--- config.mk ---
export PLATFORM = sky130hd
export DESIGN_NAME = control_sequencer
export DESIGN_NICKNAME = d
export VERILOG_FILES = /design/src/rtl/cu_defs_pkg.sv /design/src/rtl/cu_decode.sv /design/src/rtl/control_sequencer.sv
export SDC_FILE = /design/constraint.sdc
export NUM_CORES = 1
export LEC_CHECK = 0
export ABC_AREA = 1
export BUFFER_PORTS_ARGS = -buffer_cell sky130_fd_sc_hd__buf_4
export CORE_MARGIN = 1.5
export CORE_UTILIZATION = 30
export DETAILED_ROUTE_END_ITERATION = 10
export GPL_TIMING_DRIVEN = 0
export PLACE_DENSITY_LB_ADDON = 0.3
export SLEW_MARGIN = 20
export SYNTH_ARGS = -nofsm -noshare
export SYNTH_HDL_FRONTEND = slang
export SYNTH_SLANG_ARGS = --single-unit
--- constraint.sdc ---
create_clock -name clk -period 1.7 [get_ports clk]
set_input_delay 0.17 -clock clk [delete_from_list [all_inputs] [get_ports clk]]
set_output_delay 0.17 -clock clk [all_outputs]
set_load 0.1 [all_outputs]
--- src/rtl/cu_defs_pkg.sv ---
// Shared definitions for control_sequencer: state encodings, opcodes,
// condition-select codes, instruction field positions and the control word.
package cu_defs;

  localparam int PC_W_DEF = 8;

  typedef enum logic [2:0] {
    ST_IDLE  = 3'd0,
    ST_FETCH = 3'd1,
    ST_EXEC  = 3'd2,
    ST_MEM   = 3'd3,
    ST_HALT  = 3'd4
  } state_t;

  typedef enum logic [2:0] {
    OP_NOP  = 3'd0,
    OP_ALU  = 3'd1,
    OP_ALUI = 3'd2,
    OP_LD   = 3'd3,
    OP_ST   = 3'd4,
    OP_BR   = 3'd5,
    OP_JMP  = 3'd6,
    OP_HALT = 3'd7
  } opcode_t;

  localparam logic [1:0] CS_Z = 2'd0;
  localparam logic [1:0] CS_N = 2'd1;
  localparam logic [1:0] CS_C = 2'd2;
  localparam logic [1:0] CS_V = 2'd3;

  localparam int OP_MSB  = 15;
  localparam int OP_LSB  = 13;
  localparam int FS_MSB  = 12;
  localparam int FS_LSB  = 9;
  localparam int DR_MSB  = 8;
  localparam int DR_LSB  = 6;
  localparam int SA_MSB  = 5;
  localparam int SA_LSB  = 3;
  localparam int SB_MSB  = 2;
  localparam int SB_LSB  = 0;
  localparam int BR_INV  = 12;
  localparam int CS_MSB  = 10;
  localparam int CS_LSB  = 9;

  typedef struct packed {
    logic [3:0] fs;
    logic [2:0] da;
    logic [2:0] aa;
    logic [2:0] ba;
    logic       mb;
    logic [7:0] kconst;
    logic       md;
    logic       rw;
    logic       dmem_we;
  } ctrl_t;

  // Status register layout is {v, c, n, z}.
  function automatic logic br_cond(input logic [3:0] sr, input logic [1:0] sel, input logic inv);
    logic f;
    case (sel)
      CS_Z:    f = sr[0];
      CS_N:    f = sr[1];
      CS_C:    f = sr[2];
      CS_V:    f = sr[3];
      default: f = 1'b0;
    endcase
    return f ^ inv;
  endfunction

endpackage

--- src/rtl/cu_decode.sv ---
// Combinational decode of the instruction register and sequencer state into
// the datapath control word; everything is zero outside EXEC and MEM.
module cu_decode
  import cu_defs::*;
(
  input  logic [15:0] i_ir,
  input  state_t      i_state,
  input  logic        i_dmem_ack,
  output ctrl_t       o_ctrl
);

  opcode_t w_op;
  logic    w_active;

  assign w_op     = opcode_t'(i_ir[OP_MSB:OP_LSB]);
  assign w_active = (i_state == ST_EXEC) || (i_state == ST_MEM);

  always_comb begin
    o_ctrl = '0;
    if (w_active) begin
      o_ctrl.fs     = i_ir[FS_MSB:FS_LSB];
      o_ctrl.da     = i_ir[DR_MSB:DR_LSB];
      o_ctrl.aa     = i_ir[SA_MSB:SA_LSB];
      o_ctrl.ba     = i_ir[SB_MSB:SB_LSB];
      o_ctrl.kconst = {5'b00000, i_ir[SB_MSB:SB_LSB]};
      if (i_state == ST_EXEC) begin
        case (w_op)
          OP_ALU:  o_ctrl.rw = 1'b1;
          OP_ALUI: begin
            o_ctrl.rw = 1'b1;
            o_ctrl.mb = 1'b1;
          end
          default: o_ctrl.rw = 1'b0;
        endcase
      end else begin
        // Load write-back only fires in the cycle memory acknowledges.
        case (w_op)
          OP_LD: begin
            o_ctrl.rw = i_dmem_ack;
            o_ctrl.md = i_dmem_ack;
          end
          OP_ST:   o_ctrl.dmem_we = 1'b1;
          default: o_ctrl.dmem_we = 1'b0;
        endcase
      end
    end else begin
      o_ctrl = '0;
    end
  end

endmodule

--- src/rtl/control_sequencer.sv ---
// Multi-cycle fetch/decode/execute sequencer for the 8-bit datapath.
// Conditional branches and the status register exist only with CU_COND_BRANCH_EN.
module control_sequencer
  import cu_defs::*;
#(
  parameter int PC_W = PC_W_DEF
) (
  input  logic            clk,
  input  logic            rst_n,
  output logic            imem_req,
  output logic [PC_W-1:0] imem_addr,
  input  logic            imem_ack,
  input  logic [15:0]     imem_rdata,
  output logic            dmem_req,
  output logic            dmem_we,
  input  logic            dmem_ack,
  output logic [3:0]      fs,
  output logic [2:0]      da,
  output logic [2:0]      aa,
  output logic [2:0]      ba,
  output logic            mb,
  output logic [7:0]      kconst,
  output logic            md,
  output logic            rw,
  input  logic            v,
  input  logic            c,
  input  logic            n,
  input  logic            z,
  input  logic [7:0]      a_data,
  output logic            halted
);

  state_t          r_state, w_state_nxt;
  logic [PC_W-1:0] r_pc, w_pc_nxt, w_pc_inc, w_pc_br;
  logic [15:0]     r_ir, w_ir_nxt;
  logic [5:0]      w_off;
  opcode_t         w_op;
  ctrl_t           w_ctrl;
  logic            w_br_taken;

  assign w_op     = opcode_t'(r_ir[OP_MSB:OP_LSB]);
  assign w_pc_inc = r_pc + {{(PC_W-1){1'b0}}, 1'b1};
  assign w_off    = {r_ir[DR_MSB:DR_LSB], r_ir[SB_MSB:SB_LSB]};
  assign w_pc_br  = w_pc_inc + PC_W'(signed'(w_off));

`ifdef CU_COND_BRANCH_EN
  logic [3:0] r_sr, w_sr_nxt;

  // Status register captures the flags only when an ALU/ALUI executes.
  always_comb begin
    w_sr_nxt = r_sr;
    if ((r_state == ST_EXEC) && ((w_op == OP_ALU) || (w_op == OP_ALUI))) begin
      w_sr_nxt = {v, c, n, z};
    end else begin
      w_sr_nxt = r_sr;
    end
  end

  assign w_br_taken = br_cond(r_sr, r_ir[CS_MSB:CS_LSB], r_ir[BR_INV]);

  // Status register state.
  always_ff @(posedge clk) begin
    if (!rst_n) begin
      r_sr <= 4'b0000;
    end else begin
      r_sr <= w_sr_nxt;
    end
  end
`else
  logic w_unused_flags;
  assign w_unused_flags = ^{v, c, n, z};
  assign w_br_taken     = 1'b0;
`endif

  // Next-state, PC and IR update.
  always_comb begin
    w_state_nxt = r_state;
    w_pc_nxt    = r_pc;
    w_ir_nxt    = r_ir;
    case (r_state)
      ST_IDLE: w_state_nxt = ST_FETCH;
      ST_FETCH: begin
        if (imem_ack) begin
          w_ir_nxt    = imem_rdata;
          w_state_nxt = ST_EXEC;
        end else begin
          w_state_nxt = ST_FETCH;
        end
      end
      ST_EXEC: begin
        case (w_op)
          OP_LD, OP_ST: w_state_nxt = ST_MEM;
          OP_HALT: begin
            w_pc_nxt    = w_pc_inc;
            w_state_nxt = ST_HALT;
          end
          OP_JMP: begin
            w_pc_nxt    = PC_W'(a_data);
            w_state_nxt = ST_FETCH;
          end
          OP_BR: begin
            w_pc_nxt    = w_br_taken ? w_pc_br : w_pc_inc;
            w_state_nxt = ST_FETCH;
          end
          default: begin
            w_pc_nxt    = w_pc_inc;
            w_state_nxt = ST_FETCH;
          end
        endcase
      end
      ST_MEM: begin
        if (dmem_ack) begin
          w_pc_nxt    = w_pc_inc;
          w_state_nxt = ST_FETCH;
        end else begin
          w_state_nxt = ST_MEM;
        end
      end
      ST_HALT: w_state_nxt = ST_HALT;
      default: w_state_nxt = ST_IDLE;
    endcase
  end

  // Sequencer state registers.
  always_ff @(posedge clk) begin
    if (!rst_n) begin
      r_state <= ST_IDLE;
      r_pc    <= '0;
      r_ir    <= 16'h0000;
    end else begin
      r_state <= w_state_nxt;
      r_pc    <= w_pc_nxt;
      r_ir    <= w_ir_nxt;
    end
  end

  cu_decode u_decode (
    .i_ir       (r_ir),
    .i_state    (r_state),
    .i_dmem_ack (dmem_ack),
    .o_ctrl     (w_ctrl)
  );

  assign imem_req  = (r_state == ST_FETCH);
  assign imem_addr = r_pc;
  assign dmem_req  = (r_state == ST_MEM);
  assign halted    = (r_state == ST_HALT);
  assign dmem_we   = w_ctrl.dmem_we;
  assign fs        = w_ctrl.fs;
  assign da        = w_ctrl.da;
  assign aa        = w_ctrl.aa;
  assign ba        = w_ctrl.ba;
  assign mb        = w_ctrl.mb;
  assign kconst    = w_ctrl.kconst;
  assign md        = w_ctrl.md;
  assign rw        = w_ctrl.rw;

endmodule

* Word-level counts from Yosys, hierarchy flattened
Cells that the tools add are included.
** Cells by class
- Add/sub/neg operators :: 1
- Multipliers :: 0
- Div/mod/pow operators :: 0
- Magnitude comparators :: 0
- Eq/ne operators :: 12
- Shift operators :: 0
- Multiplexer cells :: 16
- Bitwise gates (word level) :: 0
- Reductions and logical operators :: 7
** Operators by type and width (number)
- 8-bit one-hot mux with 2 select lines :: 2
- 25-bit two-way mux :: 1
- 3-bit one-hot mux with 5 select lines :: 1
- 3-bit by 2-bit equality test with 1-bit output, second input constant :: 4
- 3-bit equality test, second input constant :: 4
- 8-bit by 1-bit adder with 8-bit output, second input constant :: 1
- 8-bit two-way mux :: 1
- 1-bit two-way mux :: 7
- 3-bit by 1-bit equality test with 1-bit output, second input constant :: 2
- 2-bit two-way mux :: 3
- 3-bit one-hot mux with 2 select lines :: 1
- 2-bit OR reduction :: 2
- 3-bit zero test :: 1
- 3-bit AND reduction :: 1
- 2-bit by 1-bit != test with 1-bit output, second input constant :: 1
- 2-bit != test, second input constant :: 1
- 2-bit AND reduction :: 1
- 2-bit nonzero test :: 1
- 1-bit logical OR :: 1
** Storage, ports and cells
- Bits in registers :: 27
- Bits in latches :: 0
- RAM bits :: 0
- Memory bits (read-only) :: 0
- Output and inout bits :: 36
- Word-level logic and storage cells :: 39
- Memories :: 0

* Depth between registers and ports, before layout
- Depth after elaboration :: 5
- Depth in mapped cells :: 9
- Depth with buffers taken out :: 9

* By module
From an unflattened synthesis, not the netlist that was laid out.
** Unflattened totals
- Cell total of the unflattened synthesis :: 249
- Area total of the unflattened synthesis :: 1627.8 um2
** Modules (own cells, without submodules)
- control_sequencer :: times used 1, cells each 193, area each 1361.3 um2
- cu_decode :: times used 1, cells each 56, area each 266.5 um2

* Least setup slack after synthesis
OpenSTA, ideal clock, no wires.
- Path type :: flip-flop to output port
- Start point :: register r_state[1]
- End point :: output port rw
- Data arrival time :: 3.576 ns
- Required time :: 1.530 ns
- Slack :: -2.046 ns
- Cell stages (with the launch flop) :: 4
- Cells stage by stage :: dfxtp_1 nand3_4 nor3_1 a41o_1
** On the way
- Word-level cells in the longest chain between the ends :: 3
** Ends and longest elaborated chain
- start: declaration :: line control_sequencer.sv:33 : state_t r_state, w_state_nxt;
- start signal: assignment :: line control_sequencer.sv:131 : r_state <= w_state_nxt;
- 3-bit by 2-bit equality test with 1-bit output (on tied branches) :: line cu_decode.sv:16, cu_decode.sv:26
- 1-bit two-way mux / 1-bit logical OR (equally long branches) :: line cu_decode.sv:26, cu_decode.sv:16
- 25-bit two-way mux * :: line cu_decode.sv:20 : if (w_active) begin
- end: declaration :: line control_sequencer.sv:24 : output logic rw,
Mark *: on every way between the ends. The rest lies on a longest branch, timed or not.

* Worst setup path after layout
- Start point :: register r_state[2]
- End point :: output port ba[2]
** On the way
- Word-level cells in the longest chain between the ends :: 3
** Ends and longest elaborated chain
- 3-bit by 2-bit equality test with 1-bit output :: line cu_decode.sv:16 : assign w_active = (i_state == ST_EXEC) || (i_state == ST_MEM);
- 1-bit logical OR * :: line cu_decode.sv:16
- 25-bit two-way mux * :: line cu_decode.sv:20
- end: declaration :: line control_sequencer.sv:20 : output logic [2:0] ba,
Marked as above.

==> results.md <==
- Status: finished, final reports clean
- DRC viols: 0
- Placed wire-length estimate: 3000 um
- Setup violations, final: 0
- Synthesized instance count: 217
- FP Rows: 25
- Fillcell total: 496
- Full die area: 5480 um2
- Flops & latches, synth: 27
- Hold endpoint: r_ir[14]
- Post-DP Area: about 2200 um2
- Global Route Usage Sum: 15.5%
- Top-level I/O count: approximately 70
- Routability cong.: between 0.8 and 0.9
- Multi-input logic area: 886 um2
- H-tree levels: 1
- Yosys top cell by area: dfxtp_1
- Max clock buf depth: 2
- Drt via density: 4.44
- Core area: ~4800 um2
- Slew Limit Fails: 0
- Commonest non-fill, non-tap cells in the layout: buf_4 (59), inv_1 (29), nand2_1 (26), a21oi_1 (21), dfxtp_1 (20)
- Crit path kind: flip-flop to output port
- GR Overflow Total: 0
- Final Hold Vio Count: 0
- Peak supply drop: 0.376 mV
- Clk pin slew, worst setup/hold paths: 0.10 ns
- Non-Filler Instances: ~350
- Antenna violations before repair: 0
- Cell variety after synth: 30
- Largest net degree at the start of global routing: 15
- Clock root buffer master: clkbuf_8
- CP Max Fanout: 10
- Sequential share of the synthesized area: 35.7%
- First-pass GRT wire length: 6560 um
- Worst Min Path Start: imem_rdata[14]
- Layout Utilization: 48.8%
- Tmin final: around 1.6 ns
- Fmax: 613 MHz
- Syn avg cell area: 6.98 um2
- R2r worst-path depth: 8
- CP arrival: 1.46 ns
- Tot Pwr: 1.56 mW
- Number of global-route vias before repair: between 1,000 and 1,500
- CP Data Required Time: 1.53 ns
- DRT Pass-1 Iters: 4
- Per-cell routed wire length: 11.1 um
- Worst skew pair latency: 0.28 ns
- Commonest non-fill, non-tap cell in the layout: buf_4
- CP cell instances: inv_2 -> nand2_8 -> buf_6 -> nor2_4 -> buf_4
- Nets@finish: 319
- Period utilization: a little over nine tenths
- # clock sinks: 27
- Final Instance Area: 2330 um2
- Reg2reg start: r_ir[15]
- Initial Utilization: 31.6%
- WL met2: between 1500 and 2000 um
- Antenna cell count: 0
- Die Wd: 74.0 um
- Cell Pwr Density: 667 nW/um2
- Storage element area: 552 um2
- DRT iter0 DRCs: 53
- Crit. End Element: output port
- RSZ-0062 raised after global routing: no
- Worst path slowest cell: dfxtp_1
- Reg2reg end: imem_addr[5]
- Area Overhead vs Synth: 54.2%
- Die H: 74.0 um
- Hold Path Depth: 3
- WHS: 0.139 ns
- TritonCTS Buffers: 3
- Number of max-cap violations: 0
- Met3 WL post-DR: 184 um
- Post-synth top area share: 35.7%
- Antenna viol nets, final: 0
- Post-Route WL: 3920 um
- Top Metal Used: met4
- CTS tree: yes
- Setup slack, reg-to-reg: around 0.28 ns
- Netlist Area Pre-Place: 1510 um2
- Hold Crit Class: input pin to flip-flop
- # port buffers: 58
- Via count: 1,564
- Type of origin of the critical path: flip-flop
- Worst Skew: 0.00369 ns
- Met1 WL: ~1700 um
- Placed cell count: around 350
- Critical Path Max Stage Delay: 0.33 ns
- Ranking of synthesized cells by area: dfxtp_1 (36%), nor2_1 (7.7%), inv_1 (7.4%)
- Lkg Pwr: 1.05 nW
- Layout cells sized above 1: between 40% and 50%
- Synthesis Warnings: 0
-- synth_stat cells --
library cell  number
inv_1             30
nand3_1            8
nand4_1            1
nand3_4            2
nor3_1             5
nand2_1           26
nand2_2            4
or2_2              2
o21ai_0            6
inv_2              2
o21ai_1           19
clkinv_1           1
dfxtp_1           27
ha_1               1
buf_4              8
nor2_1            31
o21ai_2            1
nor2_4             2
clkbuf_1           1
buf_1              2
nand3b_1           1
conb_1             1
a41o_1             1
a21oi_1           21
o21bai_1           2
or2_1              2
a21oi_2            2
nand2_4            2
buf_6              4
nor2_2             2
-- cells by family after synthesis --
logic type	synth area share (%)
AO/OA/AOI/OAI	18.6
adder cells (fa/ha/maj)	0.826
buffers and inverters	15.9
flip-flops	35.7
other	0.248
AND/OR/NAND/NOR	28.8
-- what timing repair did --
item                                    in CTS  in global routing
endpoints found under the setup margin      15                  5
pin swaps                                    1                  2
gates cloned                                 0                  0
setup buffers                                2                  0
hold buffers                                 0                  0
resized for setup                           11                  5
endpoints found under the hold margin        0                  0
-- registers in the layout, indices dropped and copies added, names as in the netlist --
name,cells
r_state,3
imem_addr,8
r_ir,16
-- power by group --
| part | leakage (nW) | internal [mW] | switching [mW] |
|---|---|---|---|
| Sequential | 0.224 | 0.675 | 0.0318 |
| Clock | 0.0228 | 0.168 | 0.210 |
| Combinational | 0.807 | 0.147 | 0.324 |
-- per-layer routing --
| layer | global-route usage (%) | up-vias |
|---|---|---|
| met4 | 3.70 | 0 |
| li1 | - | 819 |
| met3 | 3.25 | 7 |
| met1 | 19.6 | 699 |
| met2 | 26.8 | 39 |
| met5 | 0 | - |
-- worst max-delay path, delay by kind of cell, from the launching register on --
kind,cells,cell delay (ns)
buf+inv,3,0.63
flops,1,0.33
simple gates,2,0.21
-- metrics by stage --
| stage | TNS (ns) | setup WS, ns |
|---|---|---|
| floorplan | -0.613 | -0.284 |
| global placement | 0 | 0.0742 |
| detailed placement | 0 | 0.0669 |
| CTS | 0 | 0.00412 |
| global route | 0 | 0.00299 |
| finish | 0 | 0.0697 |
-- cell type report --
| cell class | instances | area share (%) |
|---|---|---|
| multi-input combinational | 146 | 37.9 |
| sequential | 27 | 23.6 |
| timing repair buffer | 60 | 21.3 |
| buffer | 15 | 6.27 |
| inverter | 33 | 5.31 |
| tap | 67 | 3.59 |
| clock buffer | 4 | 1.93 |
-- worst max path at each step --
stage | depth (start not counted) | startpoint | slack (ns) | endpoint
after floorplan | 3 | r_state[0] | -0.28 | rw
after global placement | 6 | r_state[2] | 0.07 | kconst[0]
after detailed placement | 6 | r_state[2] | 0.07 | kconst[0]
after CTS | 6 | r_state[2] | 0.004 | mb
after global routing | 6 | r_state[2] | 0.003 | mb
final | 5 | r_state[2] | 0.07 | ba[2]
Power figures use the tool's default switching activity.
